<file path="src/rtl/clkdiv_pkg.sv">
// Shared constants for the clock divider controller: FSM encoding, the
// smallest legal divisor and the high-phase length helper.
package clkdiv_pkg;

    localparam logic [1:0] ST_IDLE = 2'd0;
    localparam logic [1:0] ST_RUN  = 2'd1;
    localparam logic [1:0] ST_PEND = 2'd2;
    localparam logic [1:0] ST_STOP = 2'd3;

    localparam int unsigned MIN_DIV = 32'd2;

    // Odd divisors give the extra cycle to the high phase.
    function automatic logic [31:0] high_phase(input logic [31:0] div);
        return div - (div >> 1);
    endfunction

endpackage

</file>
<file path="src/rtl/clkdiv_period_cnt.sv">
// Period counter: counts 0..div_i-1 while running and flags the wrap edge.
module clkdiv_period_cnt #(
    parameter int unsigned WIDTH = 16
) (
    input  logic             clk_i,
    input  logic             rst_ni,
    input  logic             run_i,
    input  logic [WIDTH-1:0] div_i,
    output logic [WIDTH-1:0] cnt_nxt_o,
    output logic             wrap_o
);

    logic [WIDTH-1:0] cnt_q;
    logic [WIDTH-1:0] cnt_d;

    // ">=" rather than "==" so a corrupted count still recovers at the next edge.
    assign wrap_o    = run_i && (cnt_q >= (div_i - {{(WIDTH-1){1'b0}}, 1'b1}));
    assign cnt_nxt_o = cnt_d;

    // Next count: held at zero when idle, wraps at the period boundary.
    always_comb begin
        cnt_d = cnt_q;
        if (!run_i) begin
            cnt_d = {WIDTH{1'b0}};
        end else if (wrap_o) begin
            cnt_d = {WIDTH{1'b0}};
        end else begin
            cnt_d = cnt_q + {{(WIDTH-1){1'b0}}, 1'b1};
        end
    end

    // Count register.
    always_ff @(posedge clk_i or negedge rst_ni) begin
        if (!rst_ni) begin
            cnt_q <= {WIDTH{1'b0}};
        end else begin
            cnt_q <= cnt_d;
        end
    end

endmodule

</file>
<file path="src/rtl/clkdiv_ctrl.sv">
// Programmable clock divider: run/stop FSM, divisor handshake with a
// one-deep pending slot applied only at period boundaries, registered outputs.
module clkdiv_ctrl
    import clkdiv_pkg::*;
#(
    parameter int unsigned WIDTH   = 16,
    parameter int unsigned DIV_RST = 4
) (
    input  logic             clin,
    input  logic             rst_n,
    input  logic             en,
    input  logic [WIDTH-1:0] cfg_div,
    input  logic             cfg_valid,
    output logic             cfg_ready,
    output logic             clout,
    output logic             tick,
    output logic             busy,
    output logic             cfg_err
);

    logic [1:0]       state_q,    state_d;
    logic [WIDTH-1:0] div_q,      div_d;
    logic [WIDTH-1:0] pend_q,     pend_d;
    logic             pend_vld_q, pend_vld_d;
    logic             clout_q,    clout_d;
    logic             tick_q,     tick_d;
    logic             busy_q,     busy_d;
    logic             ready_q,    ready_d;
    logic             err_q;
    logic [WIDTH-1:0] cnt_nxt_s;
    logic [WIDTH-1:0] high_s;
    logic             wrap_s;
    logic             xfer_s;
    logic             bad_s;
    logic             good_s;

    clkdiv_period_cnt #(.WIDTH(WIDTH)) u_period_cnt (
        .clk_i     (clin),
        .rst_ni    (rst_n),
        .run_i     (state_q != ST_IDLE),
        .div_i     (div_q),
        .cnt_nxt_o (cnt_nxt_s),
        .wrap_o    (wrap_s)
    );

    assign xfer_s = cfg_valid && ready_q;
    assign bad_s  = xfer_s && (cfg_div < WIDTH'(MIN_DIV));
    assign good_s = xfer_s && !bad_s;

    // FSM and divisor bookkeeping.
    always_comb begin
        state_d    = state_q;
        div_d      = div_q;
        pend_d     = pend_q;
        pend_vld_d = pend_vld_q;
        case (state_q)
            ST_IDLE: begin
                if (good_s) div_d = cfg_div;
                else        div_d = div_q;
                if (en) state_d = ST_RUN;
                else    state_d = ST_IDLE;
            end
            ST_RUN: begin
                if (good_s) begin
                    pend_d     = cfg_div;
                    pend_vld_d = 1'b1;
                end else begin
                    pend_d     = pend_q;
                    pend_vld_d = pend_vld_q;
                end
                if (!en)         state_d = ST_STOP;
                else if (good_s) state_d = ST_PEND;
                else             state_d = ST_RUN;
            end
            ST_PEND: begin
                if (wrap_s) begin
                    div_d      = pend_q;
                    pend_vld_d = 1'b0;
                end else begin
                    div_d      = div_q;
                    pend_vld_d = pend_vld_q;
                end
                if (!en)         state_d = ST_STOP;
                else if (wrap_s) state_d = ST_RUN;
                else             state_d = ST_PEND;
            end
            ST_STOP: begin
                // A divisor arriving on the final edge has no later boundary, so it lands in D.
                if (wrap_s && !en) begin
                    state_d    = ST_IDLE;
                    pend_vld_d = 1'b0;
                    if (good_s)          div_d = cfg_div;
                    else if (pend_vld_q) div_d = pend_q;
                    else                 div_d = div_q;
                end else begin
                    if (wrap_s && pend_vld_q) begin
                        div_d      = pend_q;
                        pend_vld_d = 1'b0;
                    end else begin
                        div_d      = div_q;
                        pend_vld_d = pend_vld_q;
                    end
                    if (good_s) begin
                        pend_d     = cfg_div;
                        pend_vld_d = 1'b1;
                    end else begin
                        pend_d = pend_q;
                    end
                    if (en) begin
                        if (pend_vld_d) state_d = ST_PEND;
                        else            state_d = ST_RUN;
                    end else begin
                        state_d = ST_STOP;
                    end
                end
            end
            default: begin
                state_d    = ST_IDLE;
                pend_vld_d = 1'b0;
            end
        endcase
    end

    assign high_s = WIDTH'(high_phase(32'(div_d)));

    // Outputs are computed from next state so they line up with the count they describe.
    always_comb begin
        busy_d  = (state_d != ST_IDLE);
        ready_d = (state_d != ST_PEND);
        clout_d = busy_d && (cnt_nxt_s < high_s);
        tick_d  = busy_d && (cnt_nxt_s == {WIDTH{1'b0}});
    end

    // State, divisor and output registers.
    always_ff @(posedge clin or negedge rst_n) begin
        if (!rst_n) begin
            state_q    <= ST_IDLE;
            div_q      <= WIDTH'(DIV_RST);
            pend_q     <= {WIDTH{1'b0}};
            pend_vld_q <= 1'b0;
            clout_q    <= 1'b0;
            tick_q     <= 1'b0;
            busy_q     <= 1'b0;
            ready_q    <= 1'b1;
            err_q      <= 1'b0;
        end else begin
            state_q    <= state_d;
            div_q      <= div_d;
            pend_q     <= pend_d;
            pend_vld_q <= pend_vld_d;
            clout_q    <= clout_d;
            tick_q     <= tick_d;
            busy_q     <= busy_d;
            ready_q    <= ready_d;
            err_q      <= bad_s;
        end
    end

    assign clout     = clout_q;
    assign tick      = tick_q;
    assign busy      = busy_q;
    assign cfg_ready = ready_q;
    assign cfg_err   = err_q;

endmodule

</file>
<file path="config.mk">
export PLATFORM = sky130hd
export DESIGN_NAME = clkdiv_ctrl
export DESIGN_NICKNAME = d
export VERILOG_FILES = /design/src/rtl/clkdiv_pkg.sv /design/src/rtl/clkdiv_period_cnt.sv /design/src/rtl/clkdiv_ctrl.sv
export SDC_FILE = /design/constraint.sdc
export NUM_CORES = 1
export LEC_CHECK = 0
export ABC_AREA = 1
export CORE_MARGIN = 1.5
export CORE_UTILIZATION = 25
export CTS_CLUSTER_DIAMETER = 60
export DETAILED_ROUTE_END_ITERATION = 8
export HOLD_SLACK_MARGIN = 0.05
export PLACE_DENSITY = 0.45
export SYNTH_ARGS = -nofsm -noshare
export SYNTH_HDL_FRONTEND = slang
export SYNTH_SLANG_ARGS = --single-unit
export TNS_END_PERCENT = 10
</file>
<file path="constraint.sdc">
create_clock -name clin -period 12.05 [get_ports clin]
set_input_delay 2.41 -clock clin [delete_from_list [all_inputs] [get_ports clin]]
set_output_delay 2.41 -clock clin [all_outputs]
set_load 0.005 [all_outputs]
</file>
==> flow_metrics.py <==
metrics = {
    "outcome": {
        "status": "finished, final reports clean",
    },
    "route": {
        "ant_nets": 0,
        "routed_wirelength_um": 18000,
        "dr_total_vias": 5398,
        "first_iter_violations": 557,
        "drcViolationCount": 0,
        "dr.pass1.iters": 5,
        "viasPerCell": 4.89,
        "wire_per_inst_um": 16.3,
    },
    "global_routing": {
        "overflow": 0,
        "grt_usage_pct": 16.2,
        "grt_pass1_vias": 5086,
        "grt_pass1_wl_um": 28300,
        "antenna_found_initial": 0,
        "grt_max_degree": 57,
    },
    "cts": {
        "ctsRootBufferMaster": "clkbuf_16",
        "cts_tree": "yes",
        "worstSkewPairLatency_ns": 0.32,
        "cts_hold_buffers": 0,
        "cts_made_buffers": 5,
        "clkSlewWorstSetupHoldPaths_ns": 0.08,
        "cts_resized": 0,
        "h-tree-depth": 2,
        "clk_path_buf_depth": 2,
        "clock-sinks": 56,
        "cts_setup_buffers": 0,
    },
    "floorplanning": {
        "die_h_um": 152,
        "io-pin-count": 25,
        "core-area_um2": 21800,
        "num_rows": 54,
        "die_x_um": 152,
        "die_area_um2": 23000,
        "start_util_pct": 25.4,
    },
    "worst_setup_path": {
        "cp_slowest_cell": "nand3_1",
        "crit_type": "flop to flop",
        "cp_max_fo": 17,
        "end_kind": "flop",
        "slowest_delay_ns": 0.47,
        "path_common_cell": "nand2_1",
        "arrival_ns": 7.52,
        "start_kind": "flop",
        "required_ns": 12.23,
        "reg2reg_depth": 35,
    },
    "sta": {
        "setup_ws_ns": 4.71,
        "rsz0062_at_grt": "false",
        "slew_viol_final": 0,
        "tns_ns": 0,
        "skew_ns": 0.0134,
        "fin_crit_ns": 7.34,
        "final.period_utilization_pct": 60.9,
        "worstMarginPinSlew_ns": 0.896,
        "finalSetupViolCount": 0,
        "hold_viol_final": 0,
        "slew_headroom_pct": 40.3,
        "max_freq_ghz": 0.136,
    },
    "placement": {
        "place_inst": 1096,
        "finalWeightedCongestion": 0.826,
        "port_buffers": 24,
        "hpwl_um": 13700,
        "dp_slack_ns": 4.45,
    },
    "finish": {
        "drive_gt1_share_pct": 8.62,
        "area_growth_pct": 12.0,
        "final_common_cell": "nand2_1",
        "layout_common_cells": "149 x nand2_1, 114 x inv_1, 97 x nor2_1",
        "nets": 890,
        "instances_no_fill": 1104,
        "num_antenna_cells": 0,
    },
    "synthesis": {
        "synth_warnings": 0,
        "synth_nets": 876,
        "ys_ff_latch": 56,
        "netlist_instances": 809,
        "yosys.cell_types.count": 53,
        "async_flop_share_pct": 100,
        "synth_edf_count": 0,
        "dominantRegCellSynth": "dfrtp_1",
        "avgSynthCellArea_um2": 6.84,
        "ys_seq_area_share_pct": 25.4,
        "syn_area_um2": 5530,
    },
    "hold_path": {
        "holdCritPathClass": "flop to flop",
        "min_path_cells": 2,
    },
    "job": {
        "maxCapViolCount": 0,
    },
}
==> path summary, 6_finish.rpt <==
check	start	endpoint	slack (ns)
max in group asynchronous	rst_n	u_period_cnt.cnt_q[8]	9.27
min in group asynchronous	rst_n	state_q[0]	2.26
max	div_q[0]	clout	4.71
min reg2reg	pend_q[2]	pend_q[2]	0.51
min	pend_q[2]	pend_q[2]	0.51
max reg2reg	div_q[0]	clout	4.71
==> flip-flops by register name, summed over array words and instances, names as in the netlist, 2 cells and up <==
signal	flops
div_q	16
pend_q	16
state_q	2
u_period_cnt.cnt_q	16
==> through the flow <==
| stage | utilization [%] | instance area (µm²) | hold slack (ns) |
|---|---|---|---|
| 5_1_grt | 28.5 | 6200 | 0.526 |
| 3_3_place_gp | 27.8 | 6050 | 0.515 |
| 2_1_floorplan | - | 5530 | 0.453 |
| 6_report | 28.5 | 6200 | 0.511 |
| 4_1_cts | 28.5 | 6200 | 0.520 |
| 3_5_place_dp | 27.8 | 6050 | 0.485 |
==> critical path: cells and delay by family, from the launching register on <==
kind                       cells  cell delay, ns
AOI/OAI and AO/OA              8            1.72
xor gates and xnor gates       1            0.17
adders and majority gates      3            0.91
buffers and inverters          4            0.82
DFF                            1            0.39
and+or+nand+nor               19            3.17
==> logic make-up after synthesis <==
kind of cell / Yosys count / share of synthesized area (%)
adders and majority gates: 47 / 10.8
xor gates and xnor gates: 25 / 3.96
muxes: 5 / 1.02
and+or+nand+nor: 378 / 31.6
DFF: 56 / 25.4
buffers and inverters: 140 / 9.95
AOI/OAI and AO/OA: 158 / 17.3
==> synthesized netlist by cell type, drive strengths merged, types with 10 or more instances <==
library cell | n | area share [%]
a211oi | 23 | 3.1
a21oi | 54 | 5.2
nor4 | 10 | 1.1
xor2 | 20 | 3.2
nand2 | 173 | 13
nor3 | 27 | 2.5
dfrtp | 54 | 24
buf | 11 | 1.1
nand4 | 15 | 1.8
inv | 118 | 8.0
o21ai | 43 | 3.9
nor2 | 102 | 7.3
ha | 46 | 10
nand3 | 41 | 4.3
==> area by class of cell <==
class	count	area [µm²]
clock inverter	3	22.5
clock buffer	5	125
tap	280	350
fill	2411	15600
sequential	56	1400
timing repair buffer	27	258
multi-input combinational	613	3580
inverter	120	455
==> routing by layer <==
metal  part of all wire [%]  global-route usage, %  vias to the layer above  wire, µm
met1                     50                   23.2                     2478      9020
li1                       -                      -                     2734         -
met2                     43                   25.5                      164      7770
met5                      0                      0                        -         0
met3                    5.1                   1.98                       22       909
met4                    1.6                   4.13                        0       280
Power is not shown: default switching activity piles up to over one toggle a cycle in this logic, so the estimate is an artifact.
